**src/rtl/forward_net.sv**
```systemverilog
// forward_net: multi-port operand bypass network for the integer pipeline.
// Resolves each read port against the in-flight producer stages, then a
// committed-write history buffer, then the regfile data.
// Ports:
//   clk, resetn            clock, async active-low reset
//   st_regwrite/dst/data   producer stage i (0 = youngest)
//   st_ready               stage i result valid (0 = load in flight)
//   wb_en/dst/data         regfile commit, recorded in history
//   rd_addr, rf_data       per-port read address and regfile data
//   rd_data, rd_fwd        resolved operand, served-by-bypass flag
//   stall_req, stall_cnt   load-use hold, saturating stalled-cycle count
module forward_net #(
   parameter int NUM_STAGES = 3,
   parameter int NUM_RD     = 2,
   parameter int XLEN       = 64,
   parameter int REG_AW     = 5,
   parameter int HIST_DEPTH = 2,
   parameter int CNT_W      = 32
) (
   input  logic                         clk,
   input  logic                         resetn,
   input  logic [NUM_STAGES-1:0]        st_regwrite,
   input  logic [NUM_STAGES*REG_AW-1:0] st_dst,
   input  logic [NUM_STAGES*XLEN-1:0]   st_data,
   input  logic [NUM_STAGES-1:0]        st_ready,
   input  logic                         wb_en,
   input  logic [REG_AW-1:0]            wb_dst,
   input  logic [XLEN-1:0]              wb_data,
   input  logic [NUM_RD*REG_AW-1:0]     rd_addr,
   input  logic [NUM_RD*XLEN-1:0]       rf_data,
   output logic [NUM_RD*XLEN-1:0]       rd_data,
   output logic [NUM_RD-1:0]            rd_fwd,
   output logic                         stall_req,
   output logic [CNT_W-1:0]             stall_cnt
);

   localparam int PW = (HIST_DEPTH > 1) ? $clog2(HIST_DEPTH) : 1;

   logic [HIST_DEPTH-1:0] hv;
   logic [REG_AW-1:0]     ha [HIST_DEPTH];
   logic [XLEN-1:0]       hd [HIST_DEPTH];
   logic [PW-1:0]         wptr;

   logic [NUM_RD-1:0]     dem;
   logic [REG_AW-1:0]     a;
   logic                  hit;
   logic [PW-1:0]         idx;

   // Circular history; x0 commits carry no state and are dropped.
   always_ff @(posedge clk or negedge resetn) begin
      if (!resetn) begin
         hv   <= '0;
         wptr <= '0;
         for (int k = 0; k < HIST_DEPTH; k++) begin
            ha[k] <= '0;
            hd[k] <= '0;
         end
      end else if (wb_en && wb_dst != '0) begin
         hv[wptr] <= 1'b1;
         ha[wptr] <= wb_dst;
         hd[wptr] <= wb_data;
         if (wptr == PW'(HIST_DEPTH - 1))
            wptr <= '0;
         else
            wptr <= wptr + 1'b1;
      end
   end

   always_ff @(posedge clk or negedge resetn) begin
      if (!resetn)
         stall_cnt <= '0;
      else if (stall_req && !(&stall_cnt))
         stall_cnt <= stall_cnt + 1'b1;
   end

   always_comb begin
      rd_data = '0;
      rd_fwd  = '0;
      dem     = '0;
      a       = '0;
      hit     = 1'b0;
      idx     = '0;
      for (int j = 0; j < NUM_RD; j++) begin
         a   = rd_addr[j*REG_AW +: REG_AW];
         hit = 1'b0;
         rd_data[j*XLEN +: XLEN] = rf_data[j*XLEN +: XLEN];
         if (a == '0) begin
            rd_data[j*XLEN +: XLEN] = '0;
            hit = 1'b1;
         end
         // Youngest matching stage owns the value, ready or not.
         for (int i = 0; i < NUM_STAGES; i++) begin
            if (!hit && st_regwrite[i] &&
                st_dst[i*REG_AW +: REG_AW] == a) begin
               hit = 1'b1;
               rd_data[j*XLEN +: XLEN] = st_data[i*XLEN +: XLEN];
               rd_fwd[j] = 1'b1;
               dem[j]    = !st_ready[i];
            end
         end
         // Walk history newest-first, starting just behind wptr.
         for (int k = 1; k <= HIST_DEPTH; k++) begin
            idx = PW'((int'(wptr) + HIST_DEPTH - k) % HIST_DEPTH);
            if (!hit && hv[idx] && ha[idx] == a) begin
               hit = 1'b1;
               rd_data[j*XLEN +: XLEN] = hd[idx];
               rd_fwd[j] = 1'b1;
            end
         end
      end
      stall_req = |dem;
   end

endmodule

```
**config.mk**
```make
export PLATFORM = sky130hd
export DESIGN_NAME = forward_net
export DESIGN_NICKNAME = d
export VERILOG_FILES = /design/src/rtl/forward_net.sv
export SDC_FILE = /design/constraint.sdc
export NUM_CORES = 1
export LEC_CHECK = 0
export ABC_AREA = 1
export BUFFER_PORTS_ARGS = -buffer_cell sky130_fd_sc_hd__buf_2
export CORE_AREA = 10 10 220 222
export CTS_CLUSTER_SIZE = 8
export DETAILED_ROUTE_END_ITERATION = 10
export DIE_AREA = 0 0 230 232
export PLACE_DENSITY = 0.78
export SLEW_MARGIN = 20
export SYNTH_ARGS = -nofsm -noshare
export SYNTH_HDL_FRONTEND = slang
export SYNTH_SLANG_ARGS = --single-unit
export TNS_END_PERCENT = 1
```
**constraint.sdc**
```tcl
create_clock -name clk -period 1.9 [get_ports clk]
set_input_delay 0.095 -clock clk [delete_from_list [all_inputs] [get_ports clk]]
set_output_delay 0.095 -clock clk [all_outputs]
set_load 0.01 [all_outputs]
```
==> results.cfg <==
[detailed_routing]
antenna_left = 0
vias = 24000
wl_um = 93800
via_per_inst = 5.27
drcViolationCount = 0
dr.pass1.iters = 7
routedWlPerCell_um = 20.6
drt_first_iter_violations = 2963

[global_route]
antenna_found_initial = 42
gr-total-overflow = 0
grt_max_degree = 104
grt_pass1_vias = 22100
grt_pass1_wl_um = 135000
grt_usage_pct = 32.6

[clock_network]
cts_root_buf = clkbuf_16
tritoncts = built
clk_pin_slew_ns = 0.07
cts_made_buffers = 17
cts.sinks = 173
htreeDepth = 4
clock_path_buffers = 2
clk_latency_ns = 0.45

[logic_synthesis]
yosysTopAreaCell = nand2_1
muxShareOfSynthArea_pct = 0
synth_cell_types = 30
synth-edff-count = 0
synth-compound-area-share_pct = 16.6
yosys-top-cells-count = nand2_1 (1422), o21ai_0 (385), inv_1 (337)
synth_xor_area_share_pct = 1.66
ys_seq_area_share_pct = 24.9
synth.avg_cell_area_um2 = 5.42
synth_cells = 3213
async_reset_ff_share_pct = 100
synthAdderAreaFrac_pct = 0.0718
syn_nets = 3637
yosysWarnings = 0
synth_top_family_by_area = simple AND/OR/NAND/NOR gates
ys.flop_type = dfrtp_1
yosysMostFrequentCell = nand2_1
synth_top_cell_area_share_pct = 30.6
syn-cell-area_um2 = 17400
ys_ff_latch = 173
ys_top_cells_by_area = nand2_1 (31%), dfrtp_1 (25%), o21ai_0 (11%)
synth_simple_gate_area_share_pct = 43.1

[floorplan]
core-area_um2 = 43900
num_rows = 77
die_y_um = 232
pin_count = 586
die_w_um = 230
dieArea_um2 = 53400
start_util_pct = 39.6

[timing]
post-route-min-period_ns = 2.83
setup_violations = 131
timing.final.crit_share_pct = 149
finalMaxSlewViolations = 0
fmax_ghz = 0.353
slew-limit-headroom_pct = 57.0
layout_setup_ws_ns = -0.930
finalClockSkew_ns = 0.00947
worstMarginPinSlew_ns = 0.644
rsz0062_at_grt = yes
hold_viol = 0

[final_layout]
drive_above_1_share_pct = 24.7
final_util_pct = 56.4
final_cells = 4555
layout.nets = 4350
fin_area_um2 = 24800
areaGrowthSynthToFinish_pct = 42.3
fillers = 4500

[setup_path]
r2r-end = stall_cnt[21]
worstPathArrival_ns = 2.74
cp.required_ns = 1.80
crit_path_start_kind = flip-flop
path_max_fanout = 21
worstRegToRegCells = 11
regToRegStartpoint = stall_cnt[0]
critPathKind = reg -> out
ff2ff_setup_slack_ns = 0
crit_path_end_kind = primary output

[place]
dp_cells = 4408
dpl-instance-area_um2 = 22400
io_buffers = 585
preCtsSetupSlack_ns = -0.506
hpwl_um = 72200
globalplace.congestion = 1.04

[run_status]
violations = setup timing
status = finished with violations

[power]
p_per_area_nw_per_um2 = 696
leakagePower_nw = 13.8
ir_drop_mv = 0.522

[job]
drv_cap = 0

[min_path]
hold_class = in -> async
what timing repair did:
item / in CTS / in global routing
endpoints found under the setup margin: 134 / 251
cloned: 3 / 9
buffers inserted: 7 / 3
hold buffers: 71 / 0
gates resized for setup: 88 / 81
hold endpoints to repair: 190 / 0
pin swaps: 19 / 28
power by group:
part | leakage [nW] | switching [mW] | internal [mW]
logic | 11.3 | 4.98 | 3.17
registers | 2.18 | 0.515 | 4.45
clock network | 0.331 | 1.65 | 2.49
total | 13.8 | 7.15 | 10.1
layout by cell type (no fill, tap or decap), types with 56 or more instances in the layout:
cell type	synthesis	routed
o21ai_0	385	385
buf_4	32	167
nor2_1	150	138
dfrtp_1	173	172
dlygate4sd3_1	0	71
buf_6	9	56
nand2_1	1422	1383
nand3_1	244	234
a21oi_1	185	177
buf_2	76	537
inv_1	337	335
cell families after synthesis:
kind of cell / after synthesis
AOI/OAI and AO/OA: 576
xor gates and xnor gates: 33
and+or+nand+nor: 1868
adders and majority gates: 1
buffers and inverters: 562
DFF: 173
critical path: stages, from the launching register on:
cell,delay (ns)
dfrtp_4,0.55
buf_6,0.16
nand2_1,0.07
nand2_2,0.08
inv_2,0.05
nand2_1,0.05
a21oi_2,0.14
nand3_2,0.15
nor2_4,0.18
buf_12,0.16
buf_12,0.11
buf_12,0.15
a21oi_1,0.06
nand2_1,0.12
nand2_1,0.07
nand2_1,0.06
buf_2,0.13
worst max path at each step:
stage	to	slack (ns)	depth (start not counted)	start
after detailed placement	rd_data[45]	-0.51	14	wptr
after CTS	rd_data[14]	-0.88	15	wptr
after global placement	rd_data[45]	-0.50	14	wptr
final	rd_data[13]	-0.93	16	wptr
after global routing	rd_data[13]	-1.08	16	wptr
after floorplan	rd_data[14]	-0.02	12	wptr
metal layers:
layer / vias up / share of wire (%) / track usage, %
met2: 1480 / 45 / 52.6
met3: 259 / 12 / 9.43
met5: - / 0.18 / 0
li1: 11500 / - / -
met4: 28 / 4.7 / 15.3
met1: 10700 / 38 / 39.5
flip-flops by register name, summed over array words and instances (netlist names):
signal     count
hd           128
wptr           1
hv             2
ha            10
stall_cnt     32
layout make-up:
| type | count | area, um2 | area share [%] |
|---|---|---|---|
| multi-input combinational | 2478 | 11000 | 44.3 |
| timing repair buffer | 898 | 6640 | 26.8 |
| sequential | 173 | 4330 | 17.5 |
| inverter | 358 | 1350 | 5.46 |
| tap | 592 | 741 | 2.99 |
| clock buffer | 17 | 425 | 1.72 |
| clock inverter | 15 | 256 | 1.04 |
| antenna | 24 | 60.1 | 0.242 |
stage by stage:
| stage | hold WS (ns) | power [mW] | TNS (ns) |
|---|---|---|---|
| final | 0.167 | 17.3 | -110.03 |
| after detailed placement | 0.112 | 12.2 | -63.71 |
| after global routing | 0.216 | 18.4 | -138.15 |
| after CTS | 0.182 | 16.8 | -106.10 |
| after floorplan | -0.201 | 9.11 | -0.0464 |
| after global placement | 0.112 | 12.1 | -61.08 |
No activity file was read; power rests on OpenSTA's default activity.
